--- config.mk ---
export PLATFORM = sky130hd
export DESIGN_NAME = dial_zero_counter
export DESIGN_NICKNAME = d
export VERILOG_FILES = /design/src/rtl/dial_zero_counter_pkg.sv /design/src/rtl/dial_zero_counter_step.sv /design/src/rtl/dial_zero_counter.sv
export SDC_FILE = /design/constraint.sdc
export NUM_CORES = 1
export LEC_CHECK = 0
export ABC_AREA = 1
export CORE_AREA = 2 2 63 125
export DETAILED_ROUTE_END_ITERATION = 8
export DIE_AREA = 0 0 65 127
export GPL_ROUTABILITY_DRIVEN = 0
export PLACE_DENSITY_LB_ADDON = 0.12
export SLEW_MARGIN = 20
export SYNTH_ARGS = -nofsm -noshare
export SYNTH_HDL_FRONTEND = slang
export SYNTH_SLANG_ARGS = --single-unit
--- constraint.sdc ---
create_clock -name clk -period 6.05 [get_ports clk]
set_input_delay 0.9075 -clock clk [delete_from_list [all_inputs] [get_ports clk]]
set_output_delay 0.9075 -clock clk [all_outputs]
set_load 0.005 [all_outputs]
--- src/rtl/dial_zero_counter_pkg.sv ---
// dial_zero_counter_pkg: shared FSM state encoding for the dial engines
package dial_zero_counter_pkg;
  typedef enum logic {S_IDLE, S_RUN} state_t;
endpackage

--- src/rtl/dial_zero_counter_step.sv ---
// dial_step: combinational +/-1 modular dial step, wrapping DIAL_MAX <-> 0
module dial_step #(
  parameter int DIAL_MAX   = 99,
  parameter int DIAL_WIDTH = 7
) (
  input  logic [DIAL_WIDTH-1:0] dial,
  input  logic                  dir,
  output logic [DIAL_WIDTH-1:0] next
);
  localparam logic [DIAL_WIDTH-1:0] TOP = DIAL_WIDTH'(DIAL_MAX);
  localparam logic [DIAL_WIDTH-1:0] ONE = DIAL_WIDTH'(1);
  always_comb
    next = dir ? ((dial == TOP) ? '0 : dial + ONE)
               : ((dial == '0) ? TOP : dial - ONE);
endmodule

--- src/rtl/dial_zero_counter.sv ---
// dial_zero_counter: rotation command engine counting dial zero events
module dial_zero_counter
  import dial_zero_counter_pkg::*;
#(
  parameter int INPUT_WIDTH  = 10,
  parameter int OUTPUT_WIDTH = 13,
  parameter int DIAL_INIT    = 50,
  parameter int DIAL_MAX     = 99,
  parameter int DIAL_WIDTH   = 7
) (
  input  logic                    clk,
  input  logic                    rst,
  input  logic                    valid,
  output logic                    ready,
  input  logic                    step_direction,
  input  logic [INPUT_WIDTH-1:0]  step_count,
  input  logic                    count_mode,
  output logic [DIAL_WIDTH-1:0]   dial_value,
  output logic [OUTPUT_WIDTH-1:0] zero_count,
  output logic                    overflow
);
  localparam int DIAL_MOD = DIAL_MAX + 1;
  localparam logic [INPUT_WIDTH-1:0] REM_MOD = INPUT_WIDTH'(DIAL_MOD);
  localparam logic [INPUT_WIDTH-1:0] REM_ONE = INPUT_WIDTH'(1);
  state_t state, state_next;
  logic [INPUT_WIDTH-1:0] rem, rem_next;
  logic dir, mode, chunk, inc, carry;
  logic [DIAL_WIDTH-1:0] dial_next;
  logic [OUTPUT_WIDTH-1:0] count_inc;
  dial_step #(.DIAL_MAX(DIAL_MAX), .DIAL_WIDTH(DIAL_WIDTH)) u_step (
    .dial(dial_value),
    .dir (dir),
    .next(dial_next)
  );
  // a full revolution is consumed in one cycle and meets zero exactly once
  always_comb begin
    chunk = rem > INPUT_WIDTH'(DIAL_MAX);
    rem_next = chunk ? rem - REM_MOD : rem - REM_ONE;
    inc = (state == S_RUN) && (chunk ? mode : (dial_next == '0) && (mode || rem == REM_ONE));
    {carry, count_inc} = {1'b0, zero_count} + (OUTPUT_WIDTH+1)'(1);
  end
  always_ff @(posedge clk or posedge rst)
    if (rst) state <= S_IDLE;
    else state <= state_next;
  always_comb
    state_next = (state == S_IDLE) ? ((valid && step_count != '0) ? S_RUN : S_IDLE)
                                   : ((rem_next == '0) ? S_IDLE : S_RUN);
  always_comb ready = (state == S_IDLE);
  always_ff @(posedge clk or posedge rst)
    if (rst) begin
      rem <= '0;
      dir <= 1'b0;
      mode <= 1'b0;
      dial_value <= DIAL_WIDTH'(DIAL_INIT);
      zero_count <= '0;
      overflow <= 1'b0;
    end else begin
      if (state == S_IDLE && valid) begin
        rem <= step_count;
        dir <= step_direction;
        mode <= count_mode;
      end else if (state == S_RUN) begin
        rem <= rem_next;
        if (!chunk) dial_value <= dial_next;
      end
      if (inc) begin
        zero_count <= count_inc;
        overflow <= overflow | carry;
      end
    end
endmodule

# After elaboration in Yosys (flattened, before gate mapping)
# Index checks and enable logic that the tools add are counted.
[word_totals]
reg_bits = 34
in_bits = 15
out_inout_bits = 22
[op_classes]
n_addsub = 5
n_lt_le_gt_ge = 1
eq_ne = 2
mux = 10
n_bitwise = 4
reduce_logical = 11
[op_table]
columns = ["cell", "count"]
rows = [
  ["$mux 10", 3],
  ["$mux 7", 3],
  ["$add 13x1->14 const B", 1],
  ["$logic_not 7->1", 2],
  ["$eq 10x1->1 const B", 1],
  ["$gt 10x7->1 const B", 1],
  ["$logic_not 10->1", 1],
  ["$reduce_bool 10->1", 1],
  ["$sub 10x1->10 const B", 1],
  ["$sub 10x7->10 const B", 1],
  ["$add 7x1->7 const B", 1],
  ["$eq 7x7->1 const B", 1],
  ["$sub 7x1->7 const B", 1],
  ["$logic_and 1x1->1", 4],
  ["$mux 1", 4],
  ["$not 1->1", 3],
  ["$reduce_and 3->1", 1],
  ["$reduce_bool 2->1", 1],
  ["$logic_or 1x1->1", 1],
  ["$or 1x1->1", 1],
]

# Depth between registers and ports, before layout
# Gate-level depths: netlist (run 1).
[depth]
ltp_word = 7
mapped_depth = 16

# Hierarchy
# Synthesis (run 1) repeated with hierarchy kept, for this count alone.
[hier_totals]
hier_cells = 386
hier_area_um2 = 2831.5
[by_module_without_submodules]
columns = ["module", "n_inst", "cells_per_inst", "area_per_inst_um2", "seq_area_each_um2"]
rows = [
  ["dial_zero_counter", 1, 310, 2347.3, 854.6],
  ["dial_step", 1, 76, 484.2, 0.0],
]

# Worst setup path before layout (run 1)
# OpenSTA, ideal clock, no wires.
[synth_path]
kind = "register to register"
start = "register dial_value[1]"
end = "register zero_count[2]"
arrival_time_ns = 1.846
required_ns = 5.933
slack_ns = 4.087
path_stages_with_launch = 15
path_buffers = 1
period_less_slack_ns = 1.963
cell_sequence = "dfstp_2 -> ha_1 -> nand2_1 -> inv_1 -> nand3_1 -> and2_1 -> nand2_1 -> nand2_1 -> nor2_2 -> nand3_2 -> nand2_4 -> nand2_4 -> buf_6 -> nand2_1 -> nand2_1"
[synth_between]
elab_chain_len = 7
word_cells_on_any_way = 11
classes_between = "add/sub: 2; eq/ne: 1; mux: 4; reduce/logical: 4"
[synth_lines]
columns = ["element", "line_no", "source"]
rows = [
  ["start: declaration", "dial_zero_counter.sv:18", "output logic [DIAL_WIDTH-1:0] dial_value,"],
  ["start signal: assignment", "dial_zero_counter.sv:54", "dial_value <= DIAL_WIDTH'(DIAL_INIT);"],
  ["start signal: assignment", "dial_zero_counter.sv:64", "if (!chunk) dial_value <= dial_next;"],
  ["$sub 7x1->7, or another cell as far along", "dial_zero_counter_step.sv:14", ": ((dial == '0) ? TOP : dial - ONE);"],
  ["$mux 7, on equally long branches", "dial_zero_counter_step.sv:14, dial_zero_counter_step.sv:13", ""],
  ["$mux 7 *", "dial_zero_counter_step.sv:13", "next = dir ? ((dial == TOP) ? '0 : dial + ONE)"],
  ["$logic_not 7->1 *", "dial_zero_counter.sv:39", "inc = (state == S_RUN) && (chunk ? mode : (dial_next == '0) && (mode || rem == REM_ONE));"],
  ["$logic_and 1x1->1 *", "dial_zero_counter.sv:39", ""],
  ["$mux 1 *", "dial_zero_counter.sv:39", ""],
  ["$logic_and 1x1->1 *", "dial_zero_counter.sv:39", ""],
  ["end signal: assignment", "dial_zero_counter.sv:67", "zero_count <= count_inc;"],
  ["end: declaration", "dial_zero_counter.sv:19", "output logic [OUTPUT_WIDTH-1:0] zero_count,"],
]
# Mark *: on every way between the ends. The rest lies on a longest branch, timed or not.
# A chain may end at the register's enable or synchronous reset.

# Final worst setup path (run 1)
[layout_path]
start = "register rem[2]"
end = "register dial_value[1]"
[layout_between]
elab_chain_len = 3
[layout_lines]
columns = ["element", "line_no", "source"]
rows = [
  ["start: declaration", "dial_zero_counter.sv:26", "logic [INPUT_WIDTH-1:0] rem, rem_next;"],
  ["start signal: assignment", "dial_zero_counter.sv:59", "rem <= step_count;"],
  ["start signal: assignment", "dial_zero_counter.sv:63", "rem <= rem_next;"],
  ["$gt 10x7->1", "dial_zero_counter.sv:37", "chunk = rem > INPUT_WIDTH'(DIAL_MAX);"],
  ["$not 1->1 (no source line)", "n/a", ""],
  ["$reduce_and 3->1 (no source line)", "n/a", ""],
]
# Every way passes these cells.

==> results of run 1 <==
## kinds of logic after synthesis
kind of cell | count (synthesis)
flip-flops | 34
adder cells (fa/ha/maj) | 9
AND/OR/NAND/NOR | 245
buffers and inverters | 54
AO/OA/AOI/OAI | 29
XOR/XNOR | 23
## cell usage after synthesis, types with 2 or more instances
cell type | n | area share [%]
inv_1 | 43 | 6.1
dfrtp_1 | 31 | 29
buf_6 | 3 | 1.3
nand2_4 | 2 | 0.85
o221ai_1 | 6 | 2.0
dfstp_2 | 3 | 3.0
nor2_2 | 3 | 0.71
clkinv_1 | 2 | 0.28
nand4_1 | 5 | 1.2
nand3_1 | 45 | 8.5
xor2_1 | 17 | 5.6
xnor2_1 | 6 | 2.0
o21ai_0 | 13 | 2.5
nor2_1 | 33 | 4.7
ha_1 | 9 | 4.3
nor4_1 | 2 | 0.47
buf_2 | 3 | 0.57
nand2_1 | 145 | 21
a21oi_1 | 2 | 0.38
nor3_1 | 6 | 1.1
o211ai_1 | 4 | 1.1
## per-stage QoR
step / worst slack [ps] / total power [mW] / util [%]
final: 3279 / 1.667 / 44.57
after CTS: 3284 / 1.683 / 44.57
after global routing: 2939 / 1.834 / 44.57
after global placement: 3496 / 1.416 / 42.54
after floorplan: 4087 / 1.138 / -
after detailed placement: 3303 / 1.420 / 42.54
## worst paths after layout
kind                        start            end  slack [ps]  cells after the start
max                        rem[2]  dial_value[1]        3280                     10
min                          mode           mode         480                      2
max reg2reg                rem[2]  dial_value[1]        3280                     10
min reg2reg                  mode           mode         480                      2
max in group asynchronous     rst  dial_value[5]        4660                      3
min in group asynchronous     rst         rem[9]        1030                      3
## worst max-delay path, delay by kind of cell, from the launching register on
kind                     cells  cell delay (ps)
AO/OA/AOI/OAI                1              190
adder cells (fa/ha/maj)      1              230
buffers and inverters        3              560
flip-flops                   1              400
AND/OR/NAND/NOR              5             1300
## per-layer routing
layer / vias up / routed length, µm / global-route usage, %
li1: 1342 / - / -
met1: 1215 / 2549 / 19.31
met2: 69 / 4047 / 35.23
met3: 27 / 194 / 2.729
met4: 0 / 397 / 11.89
met5: - / 0 / 0
## where the power goes
group / leakage, nW / internal, mW / switching (mW)
registers: 0.427 / 0.317 / 0.123
clock network: 0.0712 / 0.164 / 0.0927
logic: 1.05 / 0.356 / 0.614
total: 1.55 / 0.837 / 0.829
## area by class of cell
| cell class | instances | area, µm² | area share [%] |
|---|---|---|---|
| multi-input combinational | 306 | 1550 | 48.23 |
| clock buffer | 8 | 146.4 | 4.554 |
| sequential | 34 | 854.6 | 26.59 |
| timing repair buffer | 38 | 375.4 | 11.68 |
| inverter | 46 | 172.7 | 5.372 |
| tap | 92 | 115.1 | 3.581 |
## state kept, by name, indices dropped and copies added, names as in the netlist
register	cells
dial_value	7
dir	1
mode	1
overflow	1
rem	10
state	1
zero_count	13
## cell usage in the layout (no fill, tap or decap), drive strengths merged
| cell | synthesis | routed |
|---|---|---|
| nand4 | 5 | 5 |
| inv | 44 | 44 |
| clkinv | 2 | 2 |
| o21ai | 14 | 14 |
| o211ai | 4 | 4 |
| buf | 7 | 2 |
| xor2 | 17 | 17 |
| clkdlybuf4s50 | 0 | 36 |
| nor3 | 6 | 6 |
| nor2 | 37 | 37 |
| clkbuf | 1 | 8 |
| nor4 | 2 | 2 |
| o31ai | 1 | 1 |
| ha | 9 | 9 |
| a31oi | 1 | 1 |
| dfstp | 3 | 3 |
| nand2 | 148 | 148 |
| o221ai | 6 | 6 |
| and2 | 1 | 1 |
| a21oi | 2 | 2 |
| dfrtp | 31 | 31 |
| nand3 | 46 | 46 |
| a31o | 1 | 1 |
| xnor2 | 6 | 6 |
==> results_dict.tcl, run 1 <==
set metrics [dict create \
    status "complete, no violations" \
    max_slew_margin_pct 54.37 \
    synth_seq_cells 34 \
    path_class "reg -> reg" \
    skew_ps 7.521 \
    end_kind "flip-flop" \
    grt-ovfl-total 0 \
    arrival_ps 2970 \
    yosys.area_share.simple_pct 39.85 \
    cts_sinks 34 \
    maxSlewViolCount 0 \
    areaGrowthSynthToFinish_pct 21.87 \
    design.die.area_um2 8255 \
    vias 2653 \
    cts_buffers 5 \
    dpl.hpwl_um 5662 \
    htreeDepth 2 \
    cts_tree "done" \
    worstSkewPairLatency_ps 280 \
    syn_area_per_cell_um2 6.694 \
    synth_compound_area_share_pct 7.021 \
    antenna_found_initial 0 \
    final_antenna_net_count 0 \
    grt_pass1_wl_um 12120 \
    initialDrtViolationCount 132 \
    placed_area_um2 3068 \
    grt_pass1_vias 2535 \
    whs_ps 484.8 \
    via_per_inst 5.063 \
    firstDrtPassIters 5 \
    yosys.area_share.adder_pct 4.269 \
    routedWlPerCell_um 13.72 \
    cap_violations 0 \
    cts_setup_buffers 0 \
    hold_buffers 0 \
    drive_above_1_share_pct 4.861 \
    diodes 0 \
    p_leak_nw 1.546 \
    clkTransAtPathRegs_ps 60 \
    syn_nets 418 \
    root_buffer "clkbuf_16" \
    rsz0062_at_grt "false" \
    setup_tns_ps 0 \
    peakVddDrop_v 0.0002490 \
    initial_utilization_pct 36.57 \
    drc_errors 0 \
    worstPathCellList "inv_1 -> ha_1 -> nand2_1 -> nand2_1 -> nand3_1 -> nand2_1 -> inv_1 -> nor2_1 -> inv_1 -> o21ai_0" \
    fin_cells 524 \
    tightest_slew_ps 677.3 \
    critPathMaxStageDelay_ps 540 \
    ys_seq_area_share_pct 32.40 \
    grt_use_total_pct 19.05 \
    hold_violations 0 \
    fmax_mhz 360.9 \
    async_flop_share_pct 100.0 \
    fin_crit_sh_pct 45.80 \
    die_w_um 65 \
    p_per_area_nw_per_um2 518.5 \
    synth_cells 394 \
    port_buffers 36 \
    required_ps 6240 \
    std_cell_rows 44 \
    synth_cell_types 32 \
    cts_max_path_buffers 2 \
    nNetsFinal 455 \
    grt_max_degree 35 \
    cts.repair.resized 0 \
    design_area_um2 3214 \
    die_y_um 127 \
    fill_cells 767 \
    synth-edff-count 0 \
    boundaryPins 37 \
    synthXorXnorAreaFrac_pct 7.638 \
    synthFlopType "dfrtp_1" \
    setup_viol 0 \
    synth_area_um2 2638 \
    crit_fanout 12 \
    synthMuxAreaShare_pct 0 \
    hold_path_class "reg -> reg" \
    cpMaxStageDelayCell "nor2_1" \
    synth_top_family_by_area "simple AND/OR/NAND/NOR gates" \
    yosys_warnings 0 \
    finalWirelength_um 7188 \
    coreArea_um2 7212 \
    cp-start-kind "flip-flop" \
    placed_cells 516 \
    period_needed_ps 2771 \
]
Power figures use the tool's default switching activity.
==> run 2, diff against run 1 <==
clock period = 2.7 ns   (was 6.05 ns; I/O delays follow)
==> run 2 against run 1 <==
- clock power rose to 2.5 times the previous value
- die area did not move
- flip-flop and latch count did not move
- worst hold slack got worse by 0.67 ps
- maximum frequency rose by 22%
- cell count rose by 0.95%
- via count rose by 1.1%
- register-to-register slack got worse by 2800 ps
- largest power group unchanged
- global-route usage rose by 0.56 points
- utilization rose by 0.75 points
- sequential share of layout area fell by 0.44 points
==> results_dict.tcl, run 2 (synthesis gave the netlist of run 1 again) <==
set metrics [dict create \
    final_common_cell "nand2_1" \
    areaGrowthSynthToFinish_pct 23.91 \
    reg2reg_slack_ps 440 \
    antenna_found_initial 0 \
    cts_buffers 5 \
    finalWirelength_um 7431 \
    cts_setup_buffers 0 \
    initial_utilization_pct 36.57 \
    cpMaxStageDelayCell "dfrtp_1" \
    multiInputGateArea_um2 1550 \
    end_kind "flip-flop" \
    boundaryPins 37 \
    power.switching_mw 1.880 \
    via_per_inst 5.070 \
    period_needed_ps 2263 \
    hold_buffers 0 \
    root_buffer "clkbuf_16" \
    design_area_um2 3268 \
    htreeDepth 2 \
    maxSlewViolCount 0 \
    max_slew_margin_pct 69.17 \
    routedWlPerCell_um 14.05 \
    grt_pass1_vias 2620 \
    largest_register_ffs 13 \
    required_ps 2870 \
    placed_area_um2 3105 \
    grt_max_degree 35 \
    hold_path_class "reg -> reg" \
    cts_max_path_buffers 2 \
    pwr-share-comb_pct 57.8 \
    clkTransAtPathRegs_ps 50 \
    worstSkewPairLatency_ps 280 \
    nNetsFinal 460 \
    grt-ovfl-total 0 \
    cts_sinks 34 \
    arrival_ps 2430 \
    final_antenna_net_count 0 \
    coreArea_um2 7212 \
    cap_violations 0 \
    regArea_um2 854.6 \
    fmax_mhz 441.9 \
    p_leak_nw 1.577 \
    critPathMaxStageDelay_ps 460 \
    design.die.area_um2 8255 \
    grt_pass1_wl_um 12480 \
    dpl.hpwl_um 5845 \
    peakVddDrop_v 0.0007610 \
    worstPathCellList "inv_1 -> ha_1 -> nand3_1 -> nor2_1 -> nor2_1 -> nand2_1 -> nand2_1 -> nor2_2 -> nand3_2 -> nand2_4 -> nand2_4 -> nand2_1 -> nand2_1" \
    initialDrtViolationCount 194 \
    setup_viol 0 \
    layout_common_cells "145 x nand2_1, 45 x nand3_1, 43 x inv_1, 36 x clkdlybuf4s50_1, 33 x nor2_1" \
    vias 2682 \
    top_register "zero_count" \
    drive_above_1_share_pct 5.950 \
    firstDrtPassIters 4 \
    fin_crit_sh_pct 83.82 \
    setup_tns_ps 0 \
    p_int_mw 1.990 \
    reg_top3 "zero_count (13), rem (10), dial_value (7)" \
    diodes 0 \
    path_class "reg -> reg" \
    cts_tree "done" \
    skew_ps 5.424 \
    die_w_um 65 \
    hold_violations 0 \
    crit_top_cell "nand2_1" \
    fill_cells 772 \
    std_cell_rows 44 \
    grt_use_total_pct 19.61 \
    status "complete, no violations" \
    rsz0062_at_grt "false" \
    port_buffers 36 \
    cts.repair.resized 0 \
    crit_family "simple AND/OR/NAND/NOR gates" \
    tightest_slew_ps 462.4 \
    drc_errors 0 \
    p_per_area_nw_per_um2 1184 \
    crit_buf_inv 1 \
    p_sw_share_pct 48.57 \
    power_frac_clock_pct 16.9 \
    seq_power_share_pct 25.3 \
    crit_fanout 15 \
    die_y_um 127 \
    cp-start-kind "flip-flop" \
]
==> run 2: cell count changes in the layout (fill, tap and decap cells not counted), sizes merged <==
cell,delta
buf,+5
bufinv,+1
clkbuf,-1
==> run 2: power groups by stage <==
| stage | Clock (mW) | Combinational (mW) | Sequential [mW] |
|---|---|---|---|
| 4_1_cts | 0.669 | 2.25 | 0.976 |
| 6_report | 0.654 | 2.24 | 0.980 |
| 3_5_place_dp | 0 | 2.24 | 0.985 |
| 3_3_place_gp | 0 | 2.25 | 0.986 |
| 2_1_floorplan | 0 | 1.67 | 0.884 |
| 5_1_grt | 0.689 | 2.55 | 1.01 |
==> run 2: metal layers <==
metal	wire (µm)	global-route usage, %	part of all wire, %
met5	0	0	0
met1	2549	19.03	34
met3	235	2.905	3.2
met2	4206	37.11	57
met4	440	12.27	5.9
==> run 2: tightest hold or removal path, cell delays in order (launching register included) <==
cell	delay, ps
dfrtp_1	350
nand2_1	50
nand2_1	50
==> run 2: final timing paths <==
| kind | startpoint | depth (start not counted) | end |
|---|---|---|---|
| min in group asynchronous | rst | 3 | rem[8] |
| hold reg to reg | mode | 2 | mode |
| max in group asynchronous | rst | 3 | dial_value[1] |
| setup / recovery | dial_value[0] | 13 | zero_count[12] |
| setup reg to reg | dial_value[0] | 13 | zero_count[12] |
| hold / removal | mode | 2 | mode |
==> run 2: layout make-up <==
| cell class | count | area share [%] |
|---|---|---|
| Timing Repair Buffer | 43 | 12.63 |
| Inverter | 46 | 5.283 |
| Clock inverter | 1 | 0.9188 |
| Sequential cell | 34 | 26.15 |
| Multi-Input combinational cell | 306 | 47.44 |
| Tap cell | 92 | 3.522 |
| Clock buffer | 7 | 4.058 |
==> run 2: through the flow <==
stage                     utilization (%)  setup WS [ps]  hold WS (ps)  total power, mW  instances
after detailed placement            43.06          445.2         476.7            3.227        521
after floorplan                         -          737.5         449.5            2.550        394
final                               45.32          437.0         484.2            3.870        529
after global routing                45.32          193.1         506.1            4.248        529
after global placement              43.06          452.1         478.6            3.238        521
after CTS                           45.32          433.9         493.4            3.898        529
